**config.mk**
```make
export PLATFORM = sky130hd
export DESIGN_NAME = riscv_boot_loader
export DESIGN_NICKNAME = d
export VERILOG_FILES = /design/src/rtl/riscv_boot_pkg.sv /design/src/rtl/riscv_boot_loader_word_assembler.sv /design/src/rtl/riscv_boot_loader.sv
export SDC_FILE = /design/constraint.sdc
export NUM_CORES = 1
export LEC_CHECK = 0
export BUFFER_PORTS_ARGS = -buffer_cell sky130_fd_sc_hd__buf_2
export CELL_PAD_IN_SITES_DETAIL_PLACEMENT = 1
export CELL_PAD_IN_SITES_GLOBAL_PLACEMENT = 1
export CORE_MARGIN = 4
export CORE_UTILIZATION = 40
export DETAILED_ROUTE_END_ITERATION = 12
export HOLD_SLACK_MARGIN = 0.06
export PLACE_DENSITY = 0.72
export SYNTH_ARGS = -nofsm -noshare
export SYNTH_HDL_FRONTEND = slang
export SYNTH_SLANG_ARGS = --single-unit
```
**constraint.sdc**
```tcl
create_clock -name clk -period 1.95 [get_ports clk]
set_input_delay 0.0975 -clock clk [delete_from_list [all_inputs] [get_ports clk]]
set_output_delay 0.0975 -clock clk [all_outputs]
set_load 0.01 [all_outputs]
```
**src/rtl/riscv_boot_pkg.sv**
```systemverilog
// Shared constants and state type for the RISC-V boot loader.
// Frame: two length bytes, 4*N payload bytes, one XOR checksum byte.
package riscv_boot_pkg;

    localparam logic [2:0] S_IDLE   = 3'd0;
    localparam logic [2:0] S_LEN_LO = 3'd1;
    localparam logic [2:0] S_LEN_HI = 3'd2;
    localparam logic [2:0] S_DATA   = 3'd3;
    localparam logic [2:0] S_CSUM   = 3'd4;
    localparam logic [2:0] S_DONE   = 3'd5;
    localparam logic [2:0] S_ERROR  = 3'd6;

    typedef enum logic [2:0] {
        ST_IDLE   = S_IDLE,
        ST_LEN_LO = S_LEN_LO,
        ST_LEN_HI = S_LEN_HI,
        ST_DATA   = S_DATA,
        ST_CSUM   = S_CSUM,
        ST_DONE   = S_DONE,
        ST_ERROR  = S_ERROR
    } boot_state_t;

    localparam int         HDR_BYTES  = 2;
    localparam int         WORD_BYTES = 4;
    localparam logic [7:0] CSUM_INIT  = 8'h00;

endpackage

```
**src/rtl/riscv_boot_loader_word_assembler.sv**
```systemverilog
// Collects payload bytes little-endian into 32-bit words; word_valid is a
// registered one-cycle pulse carrying the completed word in word_data.
module boot_word_assembler
    import riscv_boot_pkg::*;
(
    input  logic        clk,
    input  logic        reset,
    input  logic        clear,
    input  logic        byte_valid,
    input  logic [7:0]  byte_data,
    output logic [1:0]  byte_index,
    output logic        word_valid,
    output logic [31:0] word_data
);

    // Holds the first three bytes of the word, byte0 ending up in bits 7:0.
    logic [23:0] partial;

    always_ff @(posedge clk or negedge reset) begin
        if (!reset) begin
            byte_index <= 2'd0;
            partial    <= 24'd0;
            word_valid <= 1'b0;
            word_data  <= 32'd0;
        end else begin
            word_valid <= 1'b0;
            if (clear) begin
                byte_index <= 2'd0;
                partial    <= 24'd0;
            end else if (byte_valid) begin
                partial    <= {byte_data, partial[23:8]};
                byte_index <= byte_index + 2'd1;
                if (byte_index == 2'(WORD_BYTES - 1)) begin
                    word_valid <= 1'b1;
                    word_data  <= {byte_data, partial};
                end
            end
        end
    end

endmodule

```
**src/rtl/riscv_boot_loader.sv**
```systemverilog
// Boot loader: receives a framed program image byte stream, writes words into
// instruction memory and releases the core only after a verified checksum.
module riscv_boot_loader
    import riscv_boot_pkg::*;
#(
    parameter int ADDR_WIDTH    = 10,
    parameter bit HOLD_AT_RESET = 1'b1
) (
    input  logic                  clk,
    input  logic                  reset,
    input  logic                  start,
    input  logic [7:0]            rx_data,
    input  logic                  rx_valid,
    output logic                  rx_ready,
    output logic                  imem_we,
    output logic [ADDR_WIDTH-1:0] imem_addr,
    output logic [31:0]           imem_wdata,
    output logic                  cpu_hold,
    output logic                  busy,
    output logic                  done,
    output logic                  error,
    output logic [ADDR_WIDTH:0]   words_loaded,
    output boot_state_t           fsm_state
);

    localparam int MAX_WORDS = 1 << ADDR_WIDTH;

    boot_state_t         state;
    boot_state_t         state_next;
    logic [7:0]          len_lo;
    logic [7:0]          csum;
    logic [ADDR_WIDTH:0] word_target;
    logic [15:0]         len_value;
    logic [1:0]          byte_index;
    logic                accept;
    logic                start_load;
    logic                word_write;
    logic                len_over;
    logic                len_zero;
    logic                len_fail;
    logic                last_word;
    logic                csum_pass;
    logic                csum_fail;

    // Handshake: a byte moves only in a cycle where rx_valid and rx_ready are
    // both high; rx_ready depends on state alone, never on rx_valid.
    assign accept    = rx_valid && rx_ready;
    assign len_value = {rx_data, len_lo};
    assign len_over  = {16'd0, len_value} > 32'(MAX_WORDS);
    assign len_zero  = (len_value == 16'd0);
    assign last_word = ((words_loaded + (ADDR_WIDTH+1)'(1)) == word_target);
    assign fsm_state = state;

    always_ff @(posedge clk or negedge reset) begin
        if (!reset) begin
            state <= ST_IDLE;
        end else begin
            state <= state_next;
        end
    end

    always_comb begin
        state_next = state;
        rx_ready   = 1'b0;
        busy       = 1'b0;
        start_load = 1'b0;
        word_write = 1'b0;
        len_fail   = 1'b0;
        csum_pass  = 1'b0;
        csum_fail  = 1'b0;
        case (state)
            ST_IDLE, ST_DONE, ST_ERROR: begin
                if (start) begin
                    state_next = ST_LEN_LO;
                    start_load = 1'b1;
                end
            end
            ST_LEN_LO: begin
                rx_ready = 1'b1;
                busy     = 1'b1;
                if (rx_valid) state_next = ST_LEN_HI;
            end
            ST_LEN_HI: begin
                rx_ready = 1'b1;
                busy     = 1'b1;
                if (rx_valid) begin
                    if (len_over) begin
                        state_next = ST_ERROR;
                        len_fail   = 1'b1;
                    end else if (len_zero) begin
                        state_next = ST_CSUM;
                    end else begin
                        state_next = ST_DATA;
                    end
                end
            end
            ST_DATA: begin
                rx_ready = 1'b1;
                busy     = 1'b1;
                if (rx_valid && byte_index == 2'(WORD_BYTES - 1)) begin
                    word_write = 1'b1;
                    if (last_word) state_next = ST_CSUM;
                end
            end
            ST_CSUM: begin
                rx_ready = 1'b1;
                busy     = 1'b1;
                if (rx_valid) begin
                    if (rx_data == csum) begin
                        state_next = ST_DONE;
                        csum_pass  = 1'b1;
                    end else begin
                        state_next = ST_ERROR;
                        csum_fail  = 1'b1;
                    end
                end
            end
            default: state_next = ST_IDLE;
        endcase
    end

    always_ff @(posedge clk or negedge reset) begin
        if (!reset) begin
            len_lo       <= 8'd0;
            csum         <= CSUM_INIT;
            word_target  <= '0;
            words_loaded <= '0;
            imem_addr    <= '0;
            cpu_hold     <= HOLD_AT_RESET;
            done         <= 1'b0;
            error        <= 1'b0;
        end else begin
            if (start_load) begin
                csum         <= CSUM_INIT;
                words_loaded <= '0;
                done         <= 1'b0;
                error        <= 1'b0;
                cpu_hold     <= 1'b1;
            end
            // Every frame byte before the checksum byte folds into the XOR.
            if (accept && state != ST_CSUM) csum <= csum ^ rx_data;
            if (accept && state == ST_LEN_LO) len_lo <= rx_data;
            if (accept && state == ST_LEN_HI) word_target <= len_value[ADDR_WIDTH:0];
            if (word_write) begin
                imem_addr    <= words_loaded[ADDR_WIDTH-1:0];
                words_loaded <= words_loaded + (ADDR_WIDTH+1)'(1);
            end
            if (len_fail || csum_fail) error <= 1'b1;
            if (csum_pass) begin
                done     <= 1'b1;
                cpu_hold <= 1'b0;
            end
        end
    end

    boot_word_assembler u_assembler (
        .clk        (clk),
        .reset      (reset),
        .clear      (start_load),
        .byte_valid (accept && state == ST_DATA),
        .byte_data  (rx_data),
        .byte_index (byte_index),
        .word_valid (imem_we),
        .word_data  (imem_wdata)
    );

endmodule

```
* Word-level counts from Yosys, hierarchy flattened *
Cells that the tools add are included.

storage, ports and cells
  input port bits = 12
  flip-flop bits (word level) = 113

cells by class
  reduce and logical (&&, ||, !) cells = 18
  add/subtract/negate cells = 2
  muxes and demuxes = 40
  bitwise logic cells = 2
  $lt $le $gt $ge = 1
  equal/unequal tests = 16

operators with widths
  cell                   number
  $mux 24                2
  $mux 3                 8
  $mux 1                 22
  $mux 11                2
  $gt 16x11->1 const B   1
  $logic_not 16->1       1
  $mux 8                 2
  $pmux 3 s5             1
  $ne 2x2->1 const B     6
  $add 11x1->11 const B  1
  $eq 11x11->1           1
  $reduce_bool 2->1      5
  $eq 3x3->1 const B     3
  $eq 8x8->1             1
  $xor 8x8->8            1
  $eq 3x2->1 const B     2
  $logic_and 1x1->1      6
  $mux 2                 3
  $reduce_and 6->1       1
  $reduce_or 4->1        1
  $eq 3x1->1 const B     1
  $logic_not 3->1        1
  $ne 3x3->1 const B     1
  $reduce_and 3->1       1
  5 further kinds        5

* Depth between registers and ports, before layout *
  depth in word-level cells = 7
  depth in mapped cells = 10
  mapped depth without buffers = 7

* Modules after synthesis *
A second synthesis with hierarchy kept.

unflattened totals
  cell total of the unflattened synthesis = 466
  area total of the unflattened synthesis = 5,387.7 um^2

by module, submodules not included
  module               cells each  area each (um^2)  instances  sequential area each (um^2)
  riscv_boot_loader    311         2,974.1           1          1,352.5
  boot_word_assembler  155         2,413.6           1          1,476.4

* Least setup slack after synthesis *
Ideal clock, no wire load.

  path type = flip-flop to flip-flop
  start = register state[1] (netlist: fsm_state[1])
  end = register imem_addr[0]
  cell stages (with the launch flop) = 9
  data arrival time = 1.858 ns
  path slack = -0.033 ns
  required time = 1.825 ns
  path buffers = 4
  library setup time = 0.125 ns
  path through = dfrtp_1 -> buf_2 -> nor2b_1 -> buf_2 -> and3_1 -> nand2_1 -> buf_2 -> buf_2 -> mux2_2

between the ends
  word-level cells in the longest chain between the ends = 2

ends and longest elaborated chain
  element                   RTL line                  source
  start: declaration        riscv_boot_loader.sv:28   boot_state_t state;
  start signal: assignment  riscv_boot_loader.sv:58   state <= state_next;
  $eq 3x2->1                riscv_boot_loader.sv:71   case (state)
  $mux 1                    riscv_boot_loader.sv:71
  end signal: assignment    riscv_boot_loader.sv:145  imem_addr <= words_loaded[ADDR_WIDTH-1:0];
  end: declaration          riscv_boot_loader.sv:16   output logic [ADDR_WIDTH-1:0] imem_addr,

No other way between the ends.
A chain may end at the register's enable or synchronous reset.

* Final worst setup path *
  start = register words_loaded[0]
  end = register state[2] (netlist: fsm_state[2])

between the ends
  word-level cells in the longest chain between the ends = 4

ends and longest elaborated chain
  element                     RTL line                  source
  start: declaration          riscv_boot_loader.sv:22   output logic [ADDR_WIDTH:0] words_loaded,
  start signal: assignment    riscv_boot_loader.sv:146  words_loaded <= words_loaded + (ADDR_WIDTH+1)'(1);
  $add 11x1->11               riscv_boot_loader.sv:51   assign last_word = ((words_loaded + (ADDR_WIDTH+1)'(1)) == word_target);
  $eq 11x11->1                riscv_boot_loader.sv:51
  $ne 2x2->1 (no line)        -
  $reduce_and 6->1 (no line)  -

No other way between the ends.

==> summary.md <==
| Metric | Value |
|---|---|
| Status | complete, but fails checks |
| Failing checks | negative setup slack |
| Cell Pwr Density | 1370 nW/um^2 |
| Rel. slew slack | 0.764 |
| Slew @ Worst Pin | about 0.35 ns |
| Psw | approximately 2900 uW |
| Crit end category | register |
| Cts bufs inserted | 17 |
| Tot Pwr | 9280 uW |
| Max_cap viols | 0 |
| Core ar. | 12600 sq um |
| Post-Syn Area | roughly 5000 sq um |
| Simple-gate portion of the synthesized area | 0.184 |
| Starting density of the core | 0.408 |
| FF+latch area | approximately 2800 sq um |
| Cell mode on critical path | buf_4 |
| Multiplexer share of the synthesized area | 0.0785 |
| 1st-iter DRT viols | 269 |
| Die extent in y | between 100 and 150 um |
| Critical Path AT | 2.36 ns |
| Internal power | 6390 uW |
| Initial antenna violation count | 0 |
| Startpoint Class | register |
| Inst Count DP | around 760 |
| Post-route DRC violation count | 0 |
| Deepest clock path buffer count | 2 |
| Crit Path Category | register to register |
| WP buf/inv | 3 |
| FFs w/ async S/R, synth | 1.00 |
| Multi-input gate area | ~2300 sq um |
| Critical path required time | about 2.3 ns |
| Part of the power in combinational logic | 0.271 |
| Nets | ~630 |
| Clock-pin slew of the registers on the worst-case setup and hold paths | ~0.05 ns |
| Vias | a little over 4k |
| Total Wirelength | approximately 14000 um |
| XOR/XNOR Fraction of Synth Area | 0.0459 |
| Post-synth EDFFs | 0 |
| Origin of the critical flop-to-flop path | words_loaded[0] |
| Fmax | about 500 MHz |
| Top FF cell, synth | dfrtp_1 |
| Largest family of logic cells by synthesized area | simple AND/OR/NAND/NOR gates |
| Pre-CTS setup slack | -0.0926 ns |
| Die Width | around 120 um |
| Clock root cell | clkbuf_16 |
| Setup WS post-layout | -0.0510 ns |
| Seq/Total Area, Yosys | 0.550 |
| Avg Inst Size Synth | ~10 sq um |
| Slew Limit Fails | 0 |
| Port Buf Inserts | 73 |
| Post-synthesis compound-gate area fraction | 0.103 |
| First-pass GRT wire length | between 20000 and 25000 um |
| CP peak stage delay | around 0.42 ns |
| # setup viols final | 3 |
| FP Rows | slightly above 40 |
| #FFs+latches synth | roughly 110 |
| Final core occ | 0.538 |
| Via/cell ratio | about 5 |
| TritonCTS clock tree | done |
| Class of the worst hold path | primary input to register |
| Leak | around 0.0034 uW |
| Filler instances | between 1k and 1.5k |
| Drt wl/cell | 17.2 um |
| RD Place Congestion | around 0.84 |
| Final hold vios | 0 |
| Number of global-route vias before repair | around 4.5k |
| DR pass1 iterations | 4 |
| Area leader, netlist | dfrtp_1 |
| Crit path max fanout | 4 |
| ANT cells | 0 |
| Ys Warns | 0 |
| Setup Skew | ~0.0043 ns |
| Largest net degree at the start of global routing | 60 |
| Reg power frac | 0.369 |
| R2R Setup Slk | -0.05 ns |
| Worst IR drop on VDD | 600 uV |
| Area grow syn2layout | 32.0% |
| Tcrit/Tclk final | 1.03 |
| Die area | 14700 sq um |
| Post-route ant nets | 0 |
| Top-area cell type share of the netlist area | 0.544 |
| Post-Synth Adder-Cell Area | 0.00486 |
| Skew-Pair Late Insertion Delay | about 0.42 ns |
| Slowest cell on the critical path | dfrtp_1 |
| CTS Sinks | approximately 110 |
| RSZ-0062 raised after global routing | true |
| Finished Layout Cells | 805 |
| Fin crit period | ~2 ns |
| CTS H-tree lvls | 4 |
| CP top delay family | buffers and inverters |
| Crit path from | words_loaded[0] |
| Share of layout cells above drive strength 1 | 0.341 |
| Gate Count Post-Synth | a little over 500 |
| Largest cells by area after synthesis | dfrtp_1 54%, nand2_1 10%, mux2_2 7.7%, xnor2_1 3.2%, a21oi_1 2.8% |
| Hold path startpoint | rx_data[7] |
| GR Overflow Total | 0 |
| CP Cell Sequence | ha_4, buf_4, buf_6, xnor2_2, o221ai_2, o31a_1, nor4_4, buf_4, a31o_2 |
| Synth cell types | between 50 and 60 |
| Hold WS | 0.0742 ns |
| Total GRT Usage | 0.197 |
| # IOs | 74 |
| Post-Syn Nets | 522 |
| Detailed placer's ending HPWL | just over 9000 um |
| Net Sw Frac | 0.312 |
| Clock power frac | 0.360 |
[synth_stat cells (2+ instances only)]
cell / n
dfrtp_1: 112
a21oi_1: 29
nand2_1: 141
nor3b_1: 3
clkbuf_1: 9
buf_1: 2
o31ai_1: 4
xor2_1: 8
a22o_1: 8
nor4_2: 2
nand4_1: 5
xnor2_1: 19
mux2_2: 35
nand3_1: 9
nor3_1: 2
buf_2: 19
nand2b_1: 3
o21ai_0: 28
or4_1: 3
nor2b_1: 10
nor2_1: 15
ha_1: 2
and3_1: 4
o21a_1: 2
nor3b_2: 2
inv_1: 6
[metal layers]
layer	vias to the layer above	global-route usage	wire, um
met5	-	0	0
met4	0	0.0742	230
met3	21	0.0396	479
met2	81	0.329	6970
met1	2086	0.251	6190
li1	1946	-	-
[final timing paths]
kind                                                  end  cells past startpoint
worst max-delay path                         fsm_state[2]                      9
worst min-delay path            u_assembler.word_data[31]                      3
worst max register to register               fsm_state[2]                      9
worst min register to register   u_assembler.word_data[1]                      2
max in group asynchronous                        cpu_hold                      3
min in group asynchronous                 words_loaded[2]                      3
[timing repair]
item,CTS,global route
pin swaps,11,6
setup buffers,5,2
endpoints found under the hold margin,116,0
resized for setup,10,17
setup endpoints to repair,13,8
hold buffers,4,0
[registers in the layout, indices dropped and copies added, names as in the netlist]
signal                  count
csum                        8
u_assembler.word_valid      1
words_loaded               11
cpu_hold                    1
u_assembler.word_data      32
fsm_state                   3
error                       1
u_assembler.partial        24
done                        1
u_assembler.byte_index      2
word_target                11
len_lo                      8
imem_addr                  10
[worst register-to-register path: cells and delay by family, from the launching register on]
family / cells / cell delay (ns)
DFF: 1 / 0.42
xor gates and xnor gates: 1 / 0.20
adders and majority gates: 1 / 0.18
and+or+nand+nor: 1 / 0.29
AOI/OAI and AO/OA: 3 / 0.41
buffers and inverters: 3 / 0.43
[power by group through the flow]
stage               clock network, uW  logic (uW)  registers, uW
detailed placement                  0        2430           3440
floorplan                           0        1670           3340
global placement                    0        2320           3400
finish                           3340        2510           3430
CTS                              3390        2480           3420
global route                     3500        2780           3510
[cell usage in the layout, fill, tap and decap left out, drive strengths merged, types with 2 or more instances in the layout]
cell type      n
nand2        141
buf          121
dfrtp        112
mux2          35
a21oi         29
o21ai         28
clkbuf        22
xnor2         19
nor2          15
nor2b         10
nand3          9
xor2           8
a22o           8
inv            6
nand4          5
nor3b          5
and3           4
o31ai          4
bufinv         4
clkinv         4
dlygate4sd3    4
nand2b         3
nor4           3
or4            3
o21a           2
nor3           2
clkinvlp       2
or3            2
a21boi         2
ha             2
[cell type report]
type	count	share of cell area
inverters	6	0.00332
multi-input cells	357	0.333
clock inverters	10	0.0228
flip-flops and latches	113	0.416
clock buffers	22	0.0713
repair buffers	125	0.122
well taps	172	0.0317
[per-stage QoR]
step | area [sq um] | setup TNS, ns
3_3_place_gp | 5930 | -0.0276
6_report | 6790 | -0.128
4_1_cts | 6700 | -0.164
2_1_floorplan | 5160 | 0
5_1_grt | 6790 | -0.432
3_5_place_dp | 5930 | -0.580
[cell families after synthesis]
group / Yosys count
fa+ha+maj: 2
simple gates: 208
flops: 113
xor+xnor: 27
compound gates: 84
buf+inv: 38
mux: 36
No activity file was read; power rests on OpenSTA's default activity.
